$ cat src/rtl/ddr_write_scheduler_if.sv
// Byte-FIFO read port and line-write command/response channel of the DDR write scheduler.
// The master side is the scheduler; the slave side is the FIFO plus the memory controller.
interface ddr_write_scheduler_if #(
  parameter int ADDR_W = 28
);
  logic              fifo_empty;
  logic              read_en;
  logic [7:0]        i_data;
  logic              i_flush;
  logic              wr_valid;
  logic              wr_ready;
  logic [ADDR_W-1:0] wr_addr;
  logic [255:0]      wr_data;
  logic              wr_resp_valid;

  modport master (
    input  fifo_empty, i_data, i_flush, wr_ready, wr_resp_valid,
    output read_en, wr_valid, wr_addr, wr_data
  );

  modport slave (
    output fifo_empty, i_data, i_flush, wr_ready, wr_resp_valid,
    input  read_en, wr_valid, wr_addr, wr_data
  );
endinterface

$ cat src/rtl/ddr_write_scheduler.sv
// Packs bytes from a FIFO into 32-byte lines and issues each line as one memory write,
// waiting for a completion pulse (or a timeout) before starting the next line.
module ddr_write_scheduler #(
  parameter int                ADDR_W       = 28,
  parameter logic [ADDR_W-1:0] BASE_ADDR    = '0,
  parameter int                NUM_LINES    = 16,
  parameter int                RESP_TIMEOUT = 255
) (
  input  logic                  axi_clk,
  input  logic                  rst,
  ddr_write_scheduler_if.master bus,
  output logic [15:0]           line_count,
  output logic                  wrap_pulse,
  output logic                  err_timeout,
  output logic                  busy
);

  typedef enum logic [1:0] {FETCH, CAPTURE, ISSUE, RESP} state_t;

  state_t       state;
  state_t       state_d;
  logic [4:0]   byte_cnt;
  logic [15:0]  line_idx;
  logic [15:0]  resp_timer;
  logic [255:0] line_buf;
  logic         capture_en;
  logic         flush_go;
  logic         accept;
  logic         resp_hit;
  logic         timeout_hit;
  logic         line_done;

  always_ff @(posedge axi_clk) begin
    if (rst) state <= FETCH;
    else     state <= state_d;
  end

  always_comb begin
    state_d      = state;
    bus.read_en  = 1'b0;
    bus.wr_valid = 1'b0;
    capture_en   = 1'b0;
    flush_go     = 1'b0;
    accept       = 1'b0;
    resp_hit     = 1'b0;
    timeout_hit  = 1'b0;
    case (state)
      FETCH: begin
        // A pending byte always beats a flush request.
        if (!bus.fifo_empty) begin
          bus.read_en = !rst;
          state_d     = CAPTURE;
        end else if (bus.i_flush && byte_cnt != 5'd0) begin
          flush_go = 1'b1;
          state_d  = ISSUE;
        end
      end
      CAPTURE: begin
        capture_en = 1'b1;
        state_d    = (byte_cnt == 5'd31) ? ISSUE : FETCH;
      end
      ISSUE: begin
        bus.wr_valid = 1'b1;
        if (bus.wr_ready) begin
          accept  = 1'b1;
          state_d = RESP;
        end
      end
      RESP: begin
        if (bus.wr_resp_valid) begin
          resp_hit = 1'b1;
          state_d  = FETCH;
        end else if (resp_timer == 16'(RESP_TIMEOUT - 1)) begin
          timeout_hit = 1'b1;
          state_d     = FETCH;
        end
      end
      default: state_d = FETCH;
    endcase
  end

  assign line_done = resp_hit | timeout_hit;

  always_ff @(posedge axi_clk) begin
    if (rst) begin
      byte_cnt    <= '0;
      line_idx    <= '0;
      line_count  <= '0;
      resp_timer  <= '0;
      line_buf    <= '0;
      wrap_pulse  <= 1'b0;
      err_timeout <= 1'b0;
    end else begin
      wrap_pulse <= 1'b0;
      // byte_cnt rolls from 31 to 0 on the last capture of a full line.
      if (capture_en) begin
        line_buf[{byte_cnt, 3'b000} +: 8] <= bus.i_data;
        byte_cnt                          <= byte_cnt + 5'd1;
      end
      if (flush_go) byte_cnt <= '0;
      // Clearing the buffer once a line is accepted makes a later flush zero-padded.
      if (accept) begin
        resp_timer <= '0;
        line_buf   <= '0;
      end
      if (state == RESP && !line_done) resp_timer <= resp_timer + 16'd1;
      if (line_done) begin
        line_count <= line_count + 16'd1;
        if (line_idx == 16'(NUM_LINES - 1)) begin
          line_idx   <= '0;
          wrap_pulse <= 1'b1;
        end else begin
          line_idx <= line_idx + 16'd1;
        end
      end
      if (timeout_hit) err_timeout <= 1'b1;
    end
  end

  assign bus.wr_addr = BASE_ADDR + ADDR_W'({line_idx, 5'b00000});
  assign bus.wr_data = line_buf;
  assign busy        = !(state == FETCH && byte_cnt == 5'd0);

endmodule

$ cat src/flat_wrapper.sv
// flat-port wrapper written by rule: the top's interface ports become plain ports
module ddr_write_scheduler_flat 
#(
  parameter int                ADDR_W       = 28,
  parameter logic [ADDR_W-1:0] BASE_ADDR    = '0,
  parameter int                NUM_LINES    = 16,
  parameter int                RESP_TIMEOUT = 255
)
  (axi_clk, rst, line_count, wrap_pulse, err_timeout, busy, bus_fifo_empty, bus_i_data, bus_i_flush, bus_wr_ready, bus_wr_resp_valid, bus_read_en, bus_wr_valid, bus_wr_addr, bus_wr_data);
  ddr_write_scheduler_if #(.ADDR_W(ADDR_W)) bus_i ();
  input  logic axi_clk;
  input  logic rst;
  output logic [15:0] line_count;
  output logic wrap_pulse;
  output logic err_timeout;
  output logic busy;
  input wire logic [$bits(bus_i.fifo_empty)-1:0] bus_fifo_empty;
  input wire logic [$bits(bus_i.i_data)-1:0] bus_i_data;
  input wire logic [$bits(bus_i.i_flush)-1:0] bus_i_flush;
  input wire logic [$bits(bus_i.wr_ready)-1:0] bus_wr_ready;
  input wire logic [$bits(bus_i.wr_resp_valid)-1:0] bus_wr_resp_valid;
  output wire logic [$bits(bus_i.read_en)-1:0] bus_read_en;
  output wire logic [$bits(bus_i.wr_valid)-1:0] bus_wr_valid;
  output wire logic [$bits(bus_i.wr_addr)-1:0] bus_wr_addr;
  output wire logic [$bits(bus_i.wr_data)-1:0] bus_wr_data;
  assign bus_i.fifo_empty = bus_fifo_empty;
  assign bus_i.i_data = bus_i_data;
  assign bus_i.i_flush = bus_i_flush;
  assign bus_i.wr_ready = bus_wr_ready;
  assign bus_i.wr_resp_valid = bus_wr_resp_valid;
  assign bus_read_en = bus_i.read_en;
  assign bus_wr_valid = bus_i.wr_valid;
  assign bus_wr_addr = bus_i.wr_addr;
  assign bus_wr_data = bus_i.wr_data;
  ddr_write_scheduler #(.ADDR_W(ADDR_W), .BASE_ADDR(BASE_ADDR), .NUM_LINES(NUM_LINES), .RESP_TIMEOUT(RESP_TIMEOUT)) u_core (.axi_clk(axi_clk), .rst(rst), .bus(bus_i), .line_count(line_count), .wrap_pulse(wrap_pulse), .err_timeout(err_timeout), .busy(busy));
endmodule
$ cat config.mk
export PLATFORM = sky130hd
export DESIGN_NAME = ddr_write_scheduler_flat
export DESIGN_NICKNAME = d
export VERILOG_FILES = /design/src/rtl/ddr_write_scheduler_if.sv /design/src/rtl/ddr_write_scheduler.sv /design/src/flat_wrapper.sv
export SDC_FILE = /design/constraint.sdc
export NUM_CORES = 1
export LEC_CHECK = 0
export CORE_AREA = 2 2 191 193
export CTS_BUF_LIST = sky130_fd_sc_hd__clkbuf_2
export DETAILED_ROUTE_END_ITERATION = 16
export DIE_AREA = 0 0 193 195
export GPL_TIMING_DRIVEN = 0
export SLEW_MARGIN = 0
export SYNTH_ARGS = -nofsm -noshare
export SYNTH_HDL_FRONTEND = slang
export SYNTH_SLANG_ARGS = --single-unit
$ cat constraint.sdc
create_clock -name axi_clk -period 3.15 [get_ports axi_clk]
set_input_delay 0.63 -clock axi_clk [delete_from_list [all_inputs] [get_ports axi_clk]]
set_output_delay 0.63 -clock axi_clk [all_outputs]
set_load 0.03 [all_outputs]
# ---- Word-level counts from Yosys, hierarchy flattened
# Cells that the tools add are included.
dict set report op_classes {
  addsub 5
  n_eq_ne 9
  shift 2
  n_mux 26
  n_bitwise 2
  reduce_logical 14
}
# cell count
set ops {}
lappend ops {{256-bit bitwise mux} 1}
lappend ops {{8-bit by 10-bit variable shift with 256-bit output, first input constant} 1}
lappend ops {{8-bit by 10-bit indexed part select with 256-bit output} 1}
lappend ops {{16-bit by 1-bit adder with 16-bit output, second input constant} 3}
lappend ops {{16-bit 2-to-1 mux} 3}
lappend ops {{16-bit by 4-bit equality test with 1-bit output, second input constant} 1}
lappend ops {{16-bit by 8-bit equality test with 1-bit output, second input constant} 1}
lappend ops {{1-bit 2-to-1 mux} 15}
lappend ops {{2-bit 2-to-1 mux} 6}
lappend ops {{8-bit negation with 10-bit output} 1}
lappend ops {{2-bit one-hot mux with 4 select lines} 1}
lappend ops {{3-bit by 2-bit != test with 1-bit output, second input constant} 2}
lappend ops {{2-bit OR reduction} 3}
lappend ops {{5-bit by 1-bit adder with 5-bit output, second input constant} 1}
lappend ops {{5-bit equality test, second input constant} 1}
lappend ops {{5-bit logical NOT} 1}
lappend ops {{5-bit nonzero test} 1}
lappend ops {{2-bit equality test, second input constant} 2}
lappend ops {{1-bit logical AND} 3}
lappend ops {{1-bit logical NOT} 3}
lappend ops {{3-bit AND reduction} 1}
lappend ops {{2-bit by 1-bit equality test with 1-bit output, second input constant} 1}
lappend ops {{2-bit logical NOT} 1}
lappend ops {{2-bit != test, second input constant} 1}
lappend ops {{other kinds (3)} 3}
dict set report totals {
  ff_bits 313
  inputBits 14
  out_inout_bits 305
  word_cells 66
}

# ---- Longest topological paths before layout
# Gate-level depths: netlist of run 1.
dict set report depth {
  depth_word 8
  mapped_depth 11
}

# ---- Worst setup path after synthesis of run 1
# OpenSTA, ideal clock, no wires.
dict set report synth_timing {
  path_type {in2out}
  start {input port rst}
  end {output port bus_read_en}
  arrival_ns 2.115
  required_time_ns 2.520
  path_slack_ns 0.405
  stages 4
  n_path_buf 3
  cell_sequence {clkbuf_1 clkbuf_1 clkbuf_1 nor4_1}
}
dict set report synth_via {
  elab_chain_len 3
}
# item line_no
set synth_rtl {}
lappend synth_rtl {{start, declared} flat_wrapper.sv:12} ;# input logic rst;
lappend synth_rtl {{1-bit logical NOT} ddr_write_scheduler.sv:51} ;# bus.read_en = !rst;
lappend synth_rtl {{1-bit 2-to-1 mux} ddr_write_scheduler.sv:50} ;# if (!bus.fifo_empty) begin
lappend synth_rtl {{1-bit 2-to-1 mux} ddr_write_scheduler.sv:47} ;# case (state)
lappend synth_rtl {{end, declared} flat_wrapper.sv:22} ;# output wire logic [$bits(bus_i.read_en)-1:0] bus_read_en;
# No other way between the ends.

# ---- Worst setup path after layout of run 1
dict set report layout_timing {
  start {register u_core.byte_cnt[1]}
  end {output port busy}
}
dict set report layout_via {
  elab_chain_len 3
}
# item line_no
set layout_rtl {}
lappend layout_rtl {{start, declared} ddr_write_scheduler.sv:22} ;# logic [4:0] byte_cnt;
lappend layout_rtl {{start signal, assigned} ddr_write_scheduler.sv:98} ;# byte_cnt <= byte_cnt + 5'd1;
lappend layout_rtl {{5-bit logical NOT} ddr_write_scheduler.sv:122} ;# assign busy = !(state == FETCH && byte_cnt == 5'd0);
lappend layout_rtl {{1-bit logical AND} ddr_write_scheduler.sv:122}
lappend layout_rtl {{1-bit logical NOT} ddr_write_scheduler.sv:122}
lappend layout_rtl {{end, declared} flat_wrapper.sv:16} ;# output logic busy;
# No other way between the ends.

==> results.py, run 1 <==
metrics = {
    "yosys": {
        "synthTopCellsByArea": "dfxtp_1, nand3_1, o21ai_0",
        "synth_area_um2": 12300,
        "synthTopCellsByCount": "dfxtp_1, nand3_1, o21ai_0",
        "ys_warn_count": 0,
        "synthCells": 1418,
        "avgSynthCellArea_um2": 8.67,
        "synth_enable_flop_cells": 0,
        "ys_ff_latch": 313,
        "seq_area_frac_synth": 0.510,
        "async_flop_share": 0,
        "synth_top_cell_by_area": "dfxtp_1",
        "synthFlopType": "dfxtp_1",
        "synth_top_cell_area_share": 0.510,
        "post-synth-top-count-cell": "dfxtp_1",
        "ys_types": 61,
    },
    "placed_design": {
        "pre_cts_ws_ns": -0.789,
        "numPortBuffers": 305,
        "finalWeightedCongestion": 0.914,
        "hpwl_um": 33800,
    },
    "route": {
        "postRouteAntennaNets": 0,
        "drt_iter0_drc": 840,
        "wirelength_um": 45800,
        "wl_per_cell_um": 19.6,
        "drcViolationCount": 0,
        "drt-pass1-iter-count": 6,
        "vias": 12385,
        "viasPerCell": 5.30,
    },
    "clock_tree": {
        "htreeDepth": 3,
        "cts_sinks": 313,
        "cts-buffers-inserted": 83,
        "clk_latency_ns": 0.98,
        "path_clk_slew_ns": 0.08,
        "cts_tree": "built",
        "ctsHoldBuffers": 0,
        "root_buffer": "clkbuf_2",
        "clk_path_buf_depth": 3,
    },
    "critical_path": {
        "r2r_slack_ns": 0.19,
        "crit_top_cell": "ha_2",
        "start_kind": "flop",
        "slowest_stage": "dfxtp_1",
        "critPathRequiredTime_ns": 2.52,
        "end_kind": "primary output",
        "worstPathCellList": "inv_1 -> ha_2 -> nor3b_4 -> ha_2 -> nand2_1 -> buf_6",
        "r2r-end": "u_core.bus.wr_data[65]",
        "critPathArrivalTime_ns": 2.37,
        "critPathMaxStageDelay_ns": 0.56,
        "cp_max_fo": 10,
        "rr_worst_depth": 9,
        "critical_path_class": "flop to primary output",
        "r2r-start": "u_core.byte_cnt[1]",
    },
    "sta": {
        "fmax_mhz": 333,
        "setup_violations": 0,
        "rsz0062_at_grt": "false",
        "hold_viol": 0,
        "fin_ws_ns": 0.147,
        "period_share": 0.953,
        "fin_crit_ns": 3.00,
        "report.final.slew_viol_count": 0,
        "relSlewSlack": 0.316,
        "worstMarginPinSlew_ns": 1.03,
        "fin_skew_ns": 0.0859,
    },
    "finish": {
        "layout-drive-gt1-share": 0.126,
        "utilization": 0.475,
        "nets": 1845,
        "fillers": 3454,
        "syn_to_final_growth_pct": 36.7,
    },
    "die": {
        "die_area_um2": 37600,
        "placementRows": 69,
        "initial_core_util": 0.347,
        "coreArea_um2": 35400,
        "ioPinCount": 319,
        "die_h_um": 195,
        "dieWidth_um": 193,
    },
    "grt": {
        "grt_usage": 0.237,
        "grt_max_degree": 13,
        "antenna_found_initial": 3,
        "overflow": 0,
        "grt_pass1_vias": 11611,
        "grt_pass1_wl_um": 68500,
    },
    "job": {
        "max_cap_viol_count": 0,
    },
    "worst_hold_path": {
        "hold_depth": 3,
        "hold_end": "u_core.state[1]",
        "worstHoldStart": "bus_i_flush",
        "hp-class": "primary input to flop",
    },
    "pwr": {
        "leakagePower_nw": 5.73,
        "power_density_nw_per_um2": 448,
        "vdd.ir_drop.worst_mv": 0.255,
    },
    "outcome": {
        "outcome": "complete, no violations",
    },
}
worst max path at each step:
stage,slack (ns),start,to,cells after the start
after floorplan,0.41,rst,bus_read_en,4
final,0.15,u_core.byte_cnt[1],busy,6
after detailed placement,-0.79,bus_wr_ready,u_core.bus.wr_data[104],8
after global routing,0.008,u_core.byte_cnt[1],busy,6
after CTS,-0.07,u_core.byte_cnt[0],busy,7
after global placement,-0.74,bus_wr_ready,u_core.bus.wr_data[101],8
cell type report:
type / count / area (um^2) / share of cell area
Tap cell: 461 / 577 / 0.0343
Buffer: 115 / 531 / 0.0316
Antenna cell: 2 / 5.00 / 0.000298
Clock buffer: 126 / 631 / 0.0375
Multi-Input combinational cell: 985 / 5580 / 0.332
Clock inverter: 13 / 87.6 / 0.00521
Inverter: 15 / 56.3 / 0.00335
Sequential cell: 313 / 6270 / 0.373
Timing Repair Buffer: 308 / 3080 / 0.183
where the power goes:
part / internal, W / total (W) / switching, W
clock network: 0.00114 / 0.00287 / 0.00173
registers: 0.00397 / 0.00399 / 0.0000176
logic: 0.000180 / 0.000685 / 0.000505
total: 0.00528 / 0.00754 / 0.00225
cells in the final DEF (no fill, tap or decap), drive strengths merged, types with 12 or more instances in the layout:
| cell type | n |
|---|---|
| clkbuf | 188 |
| nor3 | 29 |
| clkdlybuf4s50 | 302 |
| or3 | 17 |
| nand3 | 243 |
| nand4 | 14 |
| nor2 | 60 |
| nand2 | 122 |
| mux2i | 16 |
| conb | 12 |
| nor4 | 14 |
| buf | 57 |
| a21oi | 38 |
| inv | 20 |
| dfxtp | 313 |
| o21ai | 228 |
| o31ai | 36 |
flip-flops by register name, indices dropped and copies added, names as in the netlist:
name / cells
u_core.bus.wr_data: 256
u_core.line_count: 16
u_core.line_idx: 16
u_core.resp_timer: 16
u_core.byte_cnt: 5
u_core.state: 2
u_core.err_timeout: 1
u_core.wrap_pulse: 1
worst max-delay path: cells and delay by family (launching register included):
family                   cells  cell delay (ns)
adder cells (fa/ha/maj)      2             0.40
buffers and inverters        2             0.29
flip-flops                   1             0.56
AND/OR/NAND/NOR              2             0.23
metrics by stage:
stage | setup TNS (ns) | total power (W) | instance area [um^2] | cells | hold WS, ns
floorplan | 0 | 0.00448 | 12300 | 1429 | 0.461
global placement | -100.33 | 0.00472 | 16000 | 2195 | 0.442
detailed placement | -109.58 | 0.00472 | 16000 | 2195 | 0.452
CTS | -0.0712 | 0.00758 | 16700 | 2334 | 0.302
global route | 0 | 0.00787 | 16800 | 2337 | 0.349
finish | 0 | 0.00754 | 16800 | 2338 | 0.376
cells by family after synthesis:
family | Yosys count | synth area share
muxes | 20 | 0.0167
buffers and inverters | 131 | 0.0478
and+or+nand+nor | 569 | 0.233
DFF | 313 | 0.510
adders and majority gates | 10 | 0.0102
other | 1 | 0.000305
AOI/OAI and AO/OA | 361 | 0.173
xor gates and xnor gates | 13 | 0.00926
routing by layer:
metal	part of all wire	track usage	vias up
li1	-	-	5951
met1	0.43	0.303	5892
met2	0.46	0.380	456
met3	0.084	0.0640	84
met4	0.028	0.0895	2
met5	0.00031	0	-
timing repair:
action,in CTS,in global routing
setup buffers,0,3
gates cloned,0,0
pin swaps,0,1
endpoints found under the setup margin,82,81
resized for setup,18,18
No activity file was read; power rests on OpenSTA's default activity.
==> run 2, diff against run 1 <==
--- a/config.mk
+++ b/config.mk
@@ -10,6 +10,7 @@
 export DETAILED_ROUTE_END_ITERATION = 16
 export DIE_AREA = 0 0 193 195
 export GPL_TIMING_DRIVEN = 0
+export SKIP_CTS_REPAIR_TIMING = 1
 export SLEW_MARGIN = 0
 export SYNTH_ARGS = -nofsm -noshare
 export SYNTH_HDL_FRONTEND = slang
==> run 2 against run 1 <==
Net effect:
- the flow now finishes with violations (negative setup slack)
- total power about the same
- setup slack got worse by 0.18 ns
- clock skew decreased by 0.00057 ns
- clock power about the same
- core utilization about the same
- maximum frequency decreased by 5.7%
- critical endpoint is now u_core.bus.wr_data[60]
- critical path depth increased by 3
- combinational power about the same
- sequential cell count unchanged
==> results.py, run 2 (synthesis results as in run 1) <==
metrics = {
    "pwr": {
        "vdd.ir_drop.worst_mv": 0.255,
        "power_density_nw_per_um2": 448,
        "leakagePower_nw": 5.73,
    },
    "critical_path": {
        "start_kind": "flop",
        "crit_cells": 9,
        "cp-startpoint": "u_core.byte_cnt[0]",
        "worstPathCellList": "clkbuf_4 -> inv_1 -> ha_2 -> buf_2 -> xnor2_1 -> nor4_1 -> nand2_1 -> nor3_1 -> a31o_2",
        "critPathBufInv": 3,
        "r2r-end": "u_core.bus.wr_data[60]",
        "r2r-start": "u_core.byte_cnt[0]",
        "cp_max_fo": 10,
        "critPathMaxStageDelay_ns": 1.10,
        "critical_path_class": "flop to flop",
        "end_kind": "flop",
        "r2r_slack_ns": -0.03,
        "cpLargestDelayFamily": "simple AND/OR/NAND/NOR gates",
        "critPathArrivalTime_ns": 4.09,
        "endpoint": "u_core.bus.wr_data[60]",
        "slowest_stage": "nor4_1",
        "critPathRequiredTime_ns": 4.06,
        "rr_worst_depth": 9,
    },
    "sta": {
        "fmax_mhz": 314,
        "relSlewSlack": 0.0957,
        "hold_viol": 0,
        "setup_violations": 4,
        "rsz0062_at_grt": "true",
        "fin_ws_ns": -0.0330,
        "fin_skew_ns": 0.0854,
        "period_share": 1.01,
        "report.final.slew_viol_count": 0,
        "worstMarginPinSlew_ns": 1.34,
        "fin_crit_ns": 3.18,
        "fin_tns_setup_ns": -0.0806,
    },
    "die": {
        "initial_core_util": 0.347,
        "die_h_um": 195,
        "ioPinCount": 319,
        "placementRows": 69,
        "coreArea_um2": 35400,
        "die_area_um2": 37600,
        "dieWidth_um": 193,
    },
    "placed_design": {
        "postPlaceCellArea_um2": 16000,
        "finalWeightedCongestion": 0.914,
        "numPortBuffers": 305,
        "hpwl_um": 33800,
    },
    "finish": {
        "final_common_cell": "dfxtp_1",
        "nets": 1842,
        "syn_to_final_growth_pct": 36.9,
        "fillers": 3457,
        "finish.instance_area_um2": 16800,
        "utilization": 0.475,
        "largest_reg_flops": 256,
        "layout_common_cells": "dfxtp_1, clkdlybuf4s50_1, nand3_1, o21ai_0, clkbuf_2",
        "layout-drive-gt1-share": 0.128,
    },
    "route": {
        "drt_iter0_drc": 833,
        "postRouteAntennaNets": 0,
        "wirelength_um": 45700,
        "drt-pass1-iter-count": 5,
        "vias": 12409,
        "wl_per_cell_um": 19.6,
        "drcViolationCount": 0,
        "viasPerCell": 5.31,
    },
    "outcome": {
        "violations": "negative setup slack",
        "outcome": "complete, but fails checks",
    },
    "job": {
        "max_cap_viol_count": 0,
    },
    "grt": {
        "grt_max_degree": 13,
        "grt_pass1_wl_um": 68400,
        "overflow": 0,
        "grt_usage": 0.237,
        "antenna_found_initial": 3,
        "grt_pass1_vias": 11582,
    },
    "clock_tree": {
        "cts-buffers-inserted": 83,
        "cts_sinks": 313,
        "clk_path_buf_depth": 3,
        "cts_tree": "built",
        "htreeDepth": 3,
        "root_buffer": "clkbuf_2",
        "path_clk_slew_ns": 0.11,
        "clk_latency_ns": 0.98,
    },
    "worst_hold_path": {
        "hp-class": "primary input to flop",
    },
}
run 2: cell count changes in the layout (fill, tap and decap cells not counted), sizes merged:
| cell | delta |
|---|---|
| buf | -5 |
| clkbuf | +2 |
| dlymetal6s2s | +1 |
| dlygate4sd2 | -1 |
run 2: layout make-up:
class | instances | area (um^2) | area share
multi-input combinational | 985 | 5590 | 0.332
inverter | 15 | 56.3 | 0.00335
tap | 461 | 577 | 0.0343
sequential | 313 | 6270 | 0.372
antenna | 2 | 5.00 | 0.000297
clock inverter | 13 | 87.6 | 0.00521
buffer | 113 | 532 | 0.0316
clock buffer | 126 | 631 | 0.0375
timing repair buffer | 307 | 3080 | 0.183
run 2: metrics by stage:
stage	hold WS, ns	std cells	total power (W)	setup WS, ns
detailed placement	0.452	2195	0.00472	-0.789
CTS	0.302	2334	0.00757	-0.794
floorplan	0.461	1429	0.00448	0.405
global route	0.369	2334	0.00786	-0.164
finish	0.376	2335	0.00753	-0.0330
global placement	0.442	2195	0.00472	-0.744
run 2: worst min path at each step:
stage	startpoint	end	slack, ns	cells past startpoint
2_1_floorplan	u_core.resp_timer[10]	u_core.resp_timer[10]	0.46	1
3_3_place_gp	u_core.bus.wr_data[165]	u_core.bus.wr_data[165]	0.44	2
3_5_place_dp	u_core.bus.wr_data[160]	u_core.bus.wr_data[160]	0.45	2
4_1_cts	bus_i_flush	u_core.state[1]	0.30	3
5_1_grt	bus_i_flush	u_core.state[1]	0.37	3
6_report	bus_i_flush	u_core.state[1]	0.38	3
run 2: metal layers:
metal  GRT usage  wire, um
met5           0         0
met4      0.0906      1350
met3      0.0624      3770
met2       0.380     21100
met1       0.303     19500
run 2: worst min-delay path, cell delays in order:
cell             delay [ns]
clkdlybuf4s50_1        0.42
nand2_1                0.09
a311oi_1               0.09
run 2: power by group:
group | internal (W) | total (W) | switching [W]
logic | 0.000174 | 0.000684 | 0.000510
clock network | 0.00114 | 0.00287 | 0.00173
registers | 0.00397 | 0.00398 | 0.0000129
total | 0.00528 | 0.00753 | 0.00225
==> run 3, diff against run 2 <==
--- a/config.mk
+++ b/config.mk
@@ -10,7 +10,6 @@
 export DETAILED_ROUTE_END_ITERATION = 16
 export DIE_AREA = 0 0 193 195
 export GPL_TIMING_DRIVEN = 0
-export SKIP_CTS_REPAIR_TIMING = 1
 export SLEW_MARGIN = 0
 export SYNTH_ARGS = -nofsm -noshare
 export SYNTH_HDL_FRONTEND = slang
==> constraint.sdc (replaced) <==
create_clock -name axi_clk -period 3.4 [get_ports axi_clk]
set_input_delay 0.68 -clock axi_clk [delete_from_list [all_inputs] [get_ports axi_clk]]
set_output_delay 0.68 -clock axi_clk [all_outputs]
set_load 0.03 [all_outputs]
==> run 3 against run 2 <==
Net effect:
- the flow now finishes without violations
- clock skew is 0.0045 ns lower
- hold slack gained 0.051 ns
- wire length hardly changed
- clock power fell by 7.7%
- core utilization down 0.31 points
- sequential share of layout area up 0.25 points
- sequential cell count is the same
- die area is the same
- count of clock-buffer cells in the layout unchanged
- setup slack better by 0.19 ns
- combinational power shrank 9.8%
- critical path depth shrank 2
- largest cell class unchanged
==> results.py, run 3 (synthesis results as in run 1) <==
metrics = {
    "outcome": {
        "outcome": "complete, no violations",
    },
    "sta": {
        "relSlewSlack": 0.185,
        "fin_ws_ns": 0.157,
        "report.final.slew_viol_count": 0,
        "fmax_mhz": 308,
        "fin_skew_ns": 0.0809,
        "period_share": 0.954,
        "setup_violations": 0,
        "hold_viol": 0,
        "fin_crit_ns": 3.24,
        "rsz0062_at_grt": "true",
        "worstMarginPinSlew_ns": 1.21,
    },
    "finish": {
        "layout_common_cells": "dfxtp_1, clkdlybuf4s50_1, nand3_1, o21ai_0, clkbuf_2",
        "syn_to_final_growth_pct": 36.0,
        "finish.instance_area_um2": 16700,
        "utilization": 0.472,
        "layout-drive-gt1-share": 0.120,
        "fillers": 3469,
        "ff_latch_area_um2": 6270,
        "final_common_cell": "dfxtp_1",
        "multi_input_comb_area_um2": 5510,
        "nets": 1843,
        "finalNonFillerCells": 2336,
        "largest_reg_flops": 256,
    },
    "route": {
        "drcViolationCount": 0,
        "drt_iter0_drc": 844,
        "drt-pass1-iter-count": 6,
        "wirelength_um": 45700,
        "viasPerCell": 5.30,
        "postRouteAntennaNets": 0,
        "vias": 12373,
        "wl_per_cell_um": 19.6,
    },
    "clock_tree": {
        "clk_path_buf_depth": 3,
        "htreeDepth": 3,
        "clk_latency_ns": 0.98,
        "cts_sinks": 313,
        "cts_tree": "built",
        "path_clk_slew_ns": 0.10,
        "postCtsSetupBuffers": 0,
        "root_buffer": "clkbuf_2",
        "cts-buffers-inserted": 83,
    },
    "critical_path": {
        "critical_path_class": "flop to primary output",
        "end_kind": "primary output",
        "start_kind": "flop",
        "cp_max_fo": 10,
        "critPathRequiredTime_ns": 2.72,
        "critPathArrivalTime_ns": 2.56,
    },
    "pwr": {
        "seqPwrFrac": 0.530,
        "swShare": 0.299,
        "switching_power_w": 0.00208,
        "p_int_w": 0.00488,
        "power_density_nw_per_um2": 416,
        "clkPwrFrac": 0.381,
        "combinationalPowerShare": 0.089,
        "leakagePower_nw": 5.68,
        "power_w": 0.00696,
        "vdd.ir_drop.worst_mv": 0.236,
    },
    "die": {
        "placementRows": 69,
        "ioPinCount": 319,
        "die_area_um2": 37600,
        "initial_core_util": 0.347,
        "die_h_um": 195,
        "coreArea_um2": 35400,
        "dieWidth_um": 193,
    },
    "placed_design": {
        "dp.cells": 2195,
        "finalWeightedCongestion": 0.914,
        "numPortBuffers": 305,
        "hpwl_um": 33800,
        "postPlaceCellArea_um2": 16000,
        "pre_cts_ws_ns": -0.589,
    },
    "worst_hold_path": {
        "hp-class": "primary input to flop",
    },
    "grt": {
        "grt_max_degree": 13,
        "grt_usage": 0.237,
        "grt_pass1_vias": 11590,
        "grt_pass1_wl_um": 68400,
        "overflow": 0,
        "antenna_found_initial": 3,
    },
    "job": {
        "max_cap_viol_count": 0,
    },
}
-- run 3: worst max-delay path, cell delays in order (launching register included) --
cell and delay, ns:
dfxtp_2 0.41, buf_4 0.21, inv_1 0.08, ha_1 0.25
nor3b_4 0.18, ha_1 0.21, nand2_1 0.06, buf_2 0.23
-- run 3: stage by stage --
stage | hold slack [ns] | TNS (ns)
floorplan | 0.461 | 0
global placement | 0.442 | -60.10
detailed placement | 0.452 | -68.52
CTS | 0.352 | 0
global route | 0.399 | -0.0216
finish | 0.427 | 0
-- run 3: final timing paths --
kind	start	to	slack (ns)	cells after the start
setup / recovery	u_core.byte_cnt[0]	busy	0.16	7
hold / removal	bus_i_flush	u_core.state[1]	0.43	3
setup reg to reg	u_core.byte_cnt[0]	u_core.bus.wr_data[87]	0.16	10
hold reg to reg	u_core.bus.wr_data[166]	u_core.bus.wr_data[166]	0.47	2
-- run 3: final cells by class --
class / count / area share
antenna: 2 / 0.000299
buffer: 116 / 0.0320
clock buffer: 126 / 0.0377
clock inverter: 13 / 0.00524
inverter: 15 / 0.00337
multi-input combinational: 985 / 0.330
sequential: 313 / 0.375
tap: 461 / 0.0345
timing repair buffer: 305 / 0.182
-- run 3: power by group through the flow --
stage / Sequential [W] / Combinational, W / Clock, W
after CTS: 0.00369 / 0.000605 / 0.00272
after global routing: 0.00369 / 0.000660 / 0.00291
after global placement: 0.00377 / 0.000598 / 0
final: 0.00369 / 0.000617 / 0.00265
after floorplan: 0.00379 / 0.000362 / 0
after detailed placement: 0.00377 / 0.000602 / 0
-- run 3: what timing repair did --
action                                  in CTS  in global routing
hold buffers                                 0                  0
resized for setup                           11                  4
endpoints found under the setup margin      12                 35
-- run 3: per-layer routing --
layer,wire length (um),vias to the layer above,track usage
met5,14,-,0
met4,1340,2,0.0898
met3,4010,87,0.0629
met2,21000,466,0.380
met1,19400,5870,0.303
li1,-,5948,-
